[src/rtl/mem_pkg.sv]
// Shared types and widths for the memory arbiter slice.
package mem_pkg;

    typedef enum logic [1:0] {
        OWN_NONE,
        OWN_I,
        OWN_D
    } owner_t;

    localparam int unsigned MEM_MASK_W = 4;
    localparam int unsigned WORD_W     = 32;

endpackage

[src/rtl/mem_arb_pick.sv]
// Combinational grant selection: data has priority unless fetch has waited out a full streak.
module mem_arb_pick #(
    parameter int unsigned MAX_D_STREAK = 4,
    parameter int unsigned SW           = 3
) (
    input  logic          i_valid,
    input  logic          d_valid,
    input  logic [SW-1:0] streak,
    output logic          grant_i,
    output logic          grant_d
);

    logic starve;

    always_comb begin
        starve  = i_valid && (streak == SW'(MAX_D_STREAK));
        grant_d = d_valid && !starve;
        grant_i = i_valid && !grant_d;
    end

endmodule

[src/rtl/mem_arbiter.sv]
// Shares one synchronous memory port between instruction fetch and data load/store.
module mem_arbiter
    import mem_pkg::*;
#(
    parameter int unsigned ADDR_W       = 32,
    parameter int unsigned MAX_D_STREAK = 4
) (
    input  logic              clk,
    input  logic              rst,
    input  logic              i_req_valid,
    output logic              i_req_ready,
    input  logic [ADDR_W-1:0] i_req_addr,
    output logic              i_resp_valid,
    output logic [31:0]       i_resp_data,
    input  logic              d_req_valid,
    output logic              d_req_ready,
    input  logic [ADDR_W-1:0] d_req_addr,
    input  logic              d_req_we,
    input  logic [31:0]       d_req_wdata,
    input  logic [3:0]        d_req_mask,
    output logic              d_resp_valid,
    output logic [31:0]       d_resp_data,
    output logic [ADDR_W-1:0] mem_addr,
    output logic              mem_ren,
    output logic              mem_wen,
    output logic [31:0]       mem_wdata,
    output logic [3:0]        mem_mask,
    input  logic [31:0]       mem_rdata
);

    localparam int unsigned SW = $clog2(MAX_D_STREAK + 1);

    logic [SW-1:0] streak_q, streak_d;
    owner_t        owner_q, owner_d;
    logic          grant_i, grant_d;
    logic          i_valid_g, d_valid_g;

    // Valids are masked during reset so no grant (and no memory access) can occur.
    assign i_valid_g = i_req_valid && !rst;
    assign d_valid_g = d_req_valid && !rst;

    mem_arb_pick #(
        .MAX_D_STREAK (MAX_D_STREAK),
        .SW           (SW)
    ) u_pick (
        .i_valid (i_valid_g),
        .d_valid (d_valid_g),
        .streak  (streak_q),
        .grant_i (grant_i),
        .grant_d (grant_d)
    );

    always_comb begin
        streak_d = streak_q;
        if (!i_req_valid || grant_i) begin
            streak_d = '0;
        end else if (grant_d && streak_q != SW'(MAX_D_STREAK)) begin
            streak_d = streak_q + 1'b1;
        end

        owner_d = OWN_NONE;
        if (grant_i) begin
            owner_d = OWN_I;
        end else if (grant_d) begin
            owner_d = OWN_D;
        end
    end

    always_ff @(posedge clk) begin
        if (rst) begin
            streak_q <= '0;
            owner_q  <= OWN_NONE;
        end else begin
            streak_q <= streak_d;
            owner_q  <= owner_d;
        end
    end

    always_comb begin
        mem_addr  = '0;
        mem_ren   = 1'b0;
        mem_wen   = 1'b0;
        mem_wdata = '0;
        mem_mask  = '0;
        if (grant_i) begin
            mem_addr = i_req_addr;
            mem_ren  = 1'b1;
        end else if (grant_d) begin
            mem_addr = d_req_addr;
            if (d_req_we) begin
                mem_wen   = 1'b1;
                mem_wdata = d_req_wdata;
                mem_mask  = d_req_mask;
            end else begin
                mem_ren = 1'b1;
            end
        end
    end

    // A grant followed by reset is dropped, so the response bits are also masked by rst.
    always_comb begin
        i_req_ready  = grant_i;
        d_req_ready  = grant_d;
        i_resp_valid = (owner_q == OWN_I) && !rst;
        d_resp_valid = (owner_q == OWN_D) && !rst;
        i_resp_data  = i_resp_valid ? mem_rdata : '0;
        d_resp_data  = d_resp_valid ? mem_rdata : '0;
    end

endmodule

[config.mk]
export PLATFORM = sky130hd
export DESIGN_NAME = mem_arbiter
export DESIGN_NICKNAME = d
export VERILOG_FILES = /design/src/rtl/mem_pkg.sv /design/src/rtl/mem_arb_pick.sv /design/src/rtl/mem_arbiter.sv
export SDC_FILE = /design/constraint.sdc
export NUM_CORES = 1
export LEC_CHECK = 0
export BUFFER_PORTS_ARGS = -buffer_cell sky130_fd_sc_hd__buf_2
export CORE_AREA = 8 8 99 101
export CTS_CLUSTER_DIAMETER = 60
export DETAILED_ROUTE_END_ITERATION = 6
export DIE_AREA = 0 0 107 109
export PLACE_DENSITY_LB_ADDON = 0.3
export RECOVER_POWER = 25
export SYNTH_ARGS = -nofsm -noshare
export SYNTH_HDL_FRONTEND = slang
export SYNTH_SLANG_ARGS = --single-unit
[constraint.sdc]
create_clock -name clk -period 1.95 [get_ports clk]
set_clock_uncertainty 0.1 [all_clocks]
set_input_delay 0.0975 -clock clk [delete_from_list [all_inputs] [get_ports clk]]
set_output_delay 0.0975 -clock clk [all_outputs]
set_load 0.005 [all_outputs]
### After elaboration in Yosys (flattened, before gate mapping)

Cells that the tools add are included.

* logic and storage cells: 41
* output and inout port bits: 138
* bits in registers: 5
* RAM bits: 0
* memories: 0
* latch bits: 0
* input bits: 137
* ROM bits: 0

* magnitude comparators: 0
* multiplexer cells: 18
* bitwise gates (word level): 0
* $mul: 0
* divide/modulo/power cells: 0
* shift-type cells: 0
* equality and inequality tests: 4
* reduce and logical (&&, ||, !) cells: 15
* $add $sub $neg: 1

Operators by type and width (number)
* two-way mux 32 bit: 7
* two-way mux 4 bit: 3
* logical AND 1 bit: 8
* two-way mux 1 bit: 7
* logical NOT 1 bit: 4
* OR reduction 2 bit: 2
* adder 3 x 1 -> 3 bit, second input constant: 1
* equality test 3 bit, second input constant: 1
* != test 3 bit, second input constant: 1
* equality test 2 x 1 -> 1 bit, second input constant: 1
* equality test 2 bit, second input constant: 1
* two-way mux 2 bit: 1
* logical OR 1 bit: 1

### Logic depth before layout (Yosys ltp)

* depth in word-level cells: 9
* mapped depth: 7

### Modules after synthesis

From an unflattened synthesis, not the netlist that was laid out.

* cell total of the unflattened synthesis: 188
* area, all modules: 1426.4 um^2

By module, submodules not included
* mem_arbiter: instances 1, area an instance 1393.8 um^2, cells an instance 184
* mem_arb_pick: instances 1, area an instance 32.5 um^2, cells an instance 4

### Worst setup path after synthesis

No wires, ideal clock.

* kind: register to output
* from: register streak_q[0]
* to: output mem_addr[22]
* cell stages (with the launch flop): 8
* slack: 514 ps
* buffers on the path: 2
* data arrival time: 1239 ps
* data required time: 1752 ps
* path through: dfxtp_1 -> inv_1 -> ha_1 -> nand3_1 -> and2_1 -> buf_2 -> buf_4 -> a22o_1

* longest elaborated chain between the ends: 7
* elaborated cells on any way between the ends: 8

RTL lines
* start, declared: line mem_arbiter.sv:33 `logic [SW-1:0] streak_q, streak_d;`
* start signal, assigned: line mem_arbiter.sv:74 `streak_q <= streak_d;`
* equality test 3 bit *: line mem_arb_pick.sv:16 `starve = i_valid && (streak == SW'(MAX_D_STREAK));`
* logical AND 1 bit *: line mem_arb_pick.sv:16
* logical NOT 1 bit *: line mem_arb_pick.sv:17 `grant_d = d_valid && !starve;`
* logical AND 1 bit *: line mem_arb_pick.sv:17
* via d_req_ready: line mem_arbiter.sv:16 `output logic d_req_ready,`
* logical NOT 1 bit: line mem_arb_pick.sv:18 `grant_i = i_valid && !grant_d;`
* logical AND 1 bit: line mem_arb_pick.sv:18
* two-way mux 32 bit *: line mem_arbiter.sv:85 `if (grant_i) begin`
* end, declared: line mem_arbiter.sv:23 `output logic [ADDR_W-1:0] mem_addr,`

The timed path passes the listed nets; every way through them passes the cells marked *.

### Worst setup path after layout

* from: register streak_q[0]
* to: output mem_addr[29]

* longest elaborated chain between the ends: 7
* elaborated cells on any way between the ends: 8

RTL lines (line)
* equality test 3 bit *: mem_arb_pick.sv:16
* logical AND 1 bit *: mem_arb_pick.sv:16
* logical NOT 1 bit *: mem_arb_pick.sv:17
* logical AND 1 bit *: mem_arb_pick.sv:17
* logical NOT 1 bit: mem_arb_pick.sv:18
* logical AND 1 bit: mem_arb_pick.sv:18
* two-way mux 32 bit *: mem_arbiter.sv:85

Mark *: on every way between the ends. The rest lies on a longest branch, timed or not.

==> results by group <==
Cells and area
  • Nets: 589
  • FILL cells: 934
  • Diode count: 0
  • Final cell count without fillers: 557
  • Area delta synth->final: 120%
  • Proportion of layout cells with a drive suffix above 1: 61.7%
  • Final instance area: 2810 sq um

Die
  • Row count: 34
  • Initial Util: 15.3%
  • I/O pins: 275
  • Die width: 107 um
  • Core Region: 8380 sq um
  • Die Span Y: 109 um
  • Die Footprint: 11700 sq um

Timing
  • Final hold slack: 0.0540 ns
  • Max-slew violations: 0
  • Relative slew margins: 68.0%
  • Finish-stage setup viols: 0
  • RSZ-0062 raised after global routing: true
  • Fin crit period: 1.85 ns
  • Fmax: 541 MHz
  • Fin crit share: 94.8%
  • Setup TNS: 0 ns
  • Worst slew pin tran: 0.480 ns
  • Final hold vios: 0

Critical path
  • Reg2reg end: streak_q[1]$_SDFFE_PP0P_
  • Crit. Startpoint: streak_q[0]$_SDFFE_PP0P_
  • Max incr delay on CP: 0.34 ns
  • Worst setup EP type: output port
  • FF-to-FF path depth: 5
  • Crit-path cells: inv_1 > ha_1 > nand2_1 > a21oi_2 > buf_12 > a22o_1 > buf_2
  • Startpoint types: register
  • Buf/Inv on CP: 3
  • CP arrival: 1.65 ns
  • FF-to-FF setup slack: 0.80 ns
  • CP Max Fanout: 32
  • Worst EP required: 1.75 ns
  • R2r startpoint: streak_q[0]$_SDFFE_PP0P_
  • CP delay by family, top: buffers and inverters
  • Worst Setup EP: mem_addr[29]
  • WP depth: 7
  • CP max-delay cell: dfxtp_1
  • CP Class: register to output port

Logic synthesis
  • Yosys cell types: 21
  • Seq/Total Area, Yosys: 7.83%
  • Top-count cell post-synth: and2_1
  • Synth cell count leaders: 102 x and2_1, 31 x a22o_1, 6 x clkbuf_1
  • Top-area cell type share of the netlist area: 49.9%
  • Syn Inst Count: 182
  • Post-synth top area cell: and2_1
  • Predominant post-synthesis flop cell: dfxtp_1
  • Synthesis-stage register bit count: 5
  • Synthesized area: 1280 sq um
  • Synth top area cells: and2_1 50%, a22o_1 21%, dfxtp_1 7.8%, buf_4 2.3%, buf_2 2.0%
  • Post-synth EDFFs: 0
  • Async S/R FF share, synth: 0%
  • Ys Warns: 0
  • Syn nets: 321
  • Avg Cell Area, Syn: 7.03 sq um

Placed design
  • Port bufs: 274
  • Inst Count DP: 552
  • GPL Wtd Cong: 0.768
  • Dpl hpwl: 7460 um
  • Placed Area: 2760 sq um

Pwr
  • Peak supply drop: 0.000143 V
  • Pwr per Cell Area: 243 nW/um^2
  • Total power: 0.000683 W
  • LEAKAGE: 1.82 nW

Route
  • Vias: 2332
  • DRC Markers: 0
  • Post-DR wirelength/cell: 15.6 um
  • Vias per cell: 4.19
  • 1st-iter DRT viols: 124
  • Antenna viol nets, final: 0
  • DRT Pass-1 Iters: 4
  • Final wirelength: 8690 um

Global routing
  • Initial antenna violation count: 0
  • Vias in the first global route: 2313
  • Pin count of the biggest net entering global routing: 39
  • Remaining global-route overflow: 0
  • Global Route Usage Sum: 12.7%
  • First-pass GRT wire length: 12000 um

Clock tree
  • CTS Root Buffer Type: clkbuf_8
  • Worst-Skew Late Latency: 0.22 ns
  • Sink Count: 5
  • Clock transition at path regs: 0.04 ns
  • Htree depth: 1
  • Hold bufs inserted after CTS: 0
  • CTS Buf Count: 3
  • Clock Tree Buf Depth: 2
  • CTS tree: yes
  • Post_cts resized: 0
  • Setup Fix Bufs, Post-CTS: 0

Flow run
  • Max Cap Viol: 0

Hold path
  • Hold Path Class: primary input to register
  • Hold Path Origin: d_req_valid

Outcome
  • Status: completed
[cells in the final DEF (no fill, tap or decap), drive strengths merged]
cell type and count:
a21o 1, mux2i 1, nor2 5, buf 266
and3 1, nor3b 2, nor2b 1, inv 3
nor3 1, a22o 31, nand2b 1, ha 2
dfxtp 5, nand2 3, and2 102, a21oi 3
clkbuf 18, nand3 3
[routing by layer]
metal / global-route usage [%] / wire, um / part of all wire (%) / vias to the layer above
met2: 23.2 / 4350 / 50 / 158
met5: 0 / 0 / 0 / -
li1: - / - / - / 1138
met3: 5.08 / 1060 / 12 / 2
met1: 13.4 / 3250 / 37 / 1034
met4: 2.71 / 34 / 0.39 / 0
[sequential cells by signal, indices dropped and copies added, names as in the netlist]
register and flops:
streak_q 3, owner_q 2
[layout make-up]
cell class / count / area [sq um] / share of cell area [%]
well taps: 108 / 135 / 4.80
flip-flops and latches: 5 / 100 / 3.56
multi-input cells: 157 / 1070 / 38.0
inverters: 3 / 11.3 / 0.400
clock buffers: 4 / 45.0 / 1.60
repair buffers: 280 / 1450 / 51.6
[power breakdown]
part | total, W | switching (W) | internal (W) | leakage (nW)
clock network | 0.000190 | 0.0000498 | 0.000140 | 0.0228
logic | 0.000385 | 0.000160 | 0.000225 | 1.75
registers | 0.000108 | 0.00000188 | 0.000106 | 0.0409
total | 0.000683 | 0.000212 | 0.000471 | 1.82
[cells by family (layout without fill, tap and decap cells)]
logic type	Yosys count	count (layout)	share of synthesized area, %
AOI/OAI and AO/OA	35	35	23.3
adders and majority gates	2	2	1.96
buffers and inverters	20	287	8.71
DFF	5	5	7.83
muxes	1	1	0.783
and+or+nand+nor	119	119	57.4
[worst reg2reg max path: stages, from the launching register on]
cell,delay (ns)
dfxtp_1,0.34
inv_1,0.05
ha_1,0.22
nand2_1,0.15
nand3_1,0.12
nor2_1,0.09
[worst min path at each step]
stage	depth (start not counted)	end
6_report	2	owner_q[0]$_SDFF_PP0_
3_3_place_gp	2	owner_q[0]$_SDFF_PP0_
4_1_cts	3	streak_q[2]$_SDFFE_PP0P_
5_1_grt	2	owner_q[0]$_SDFF_PP0_
3_5_place_dp	2	owner_q[0]$_SDFF_PP0_
2_1_floorplan	1	owner_q[0]$_SDFF_PP0_
[per-stage QoR]
| step | setup slack (ns) | util (%) |
|---|---|---|
| 2_1_floorplan | 0.514 | - |
| 3_3_place_gp | 0.353 | 32.9 |
| 3_5_place_dp | 0.286 | 32.9 |
| 4_1_cts | 0.0402 | 33.5 |
| 5_1_grt | -0.0299 | 33.6 |
| 6_report | 0.101 | 33.6 |
Power figures use the tool's default switching activity.
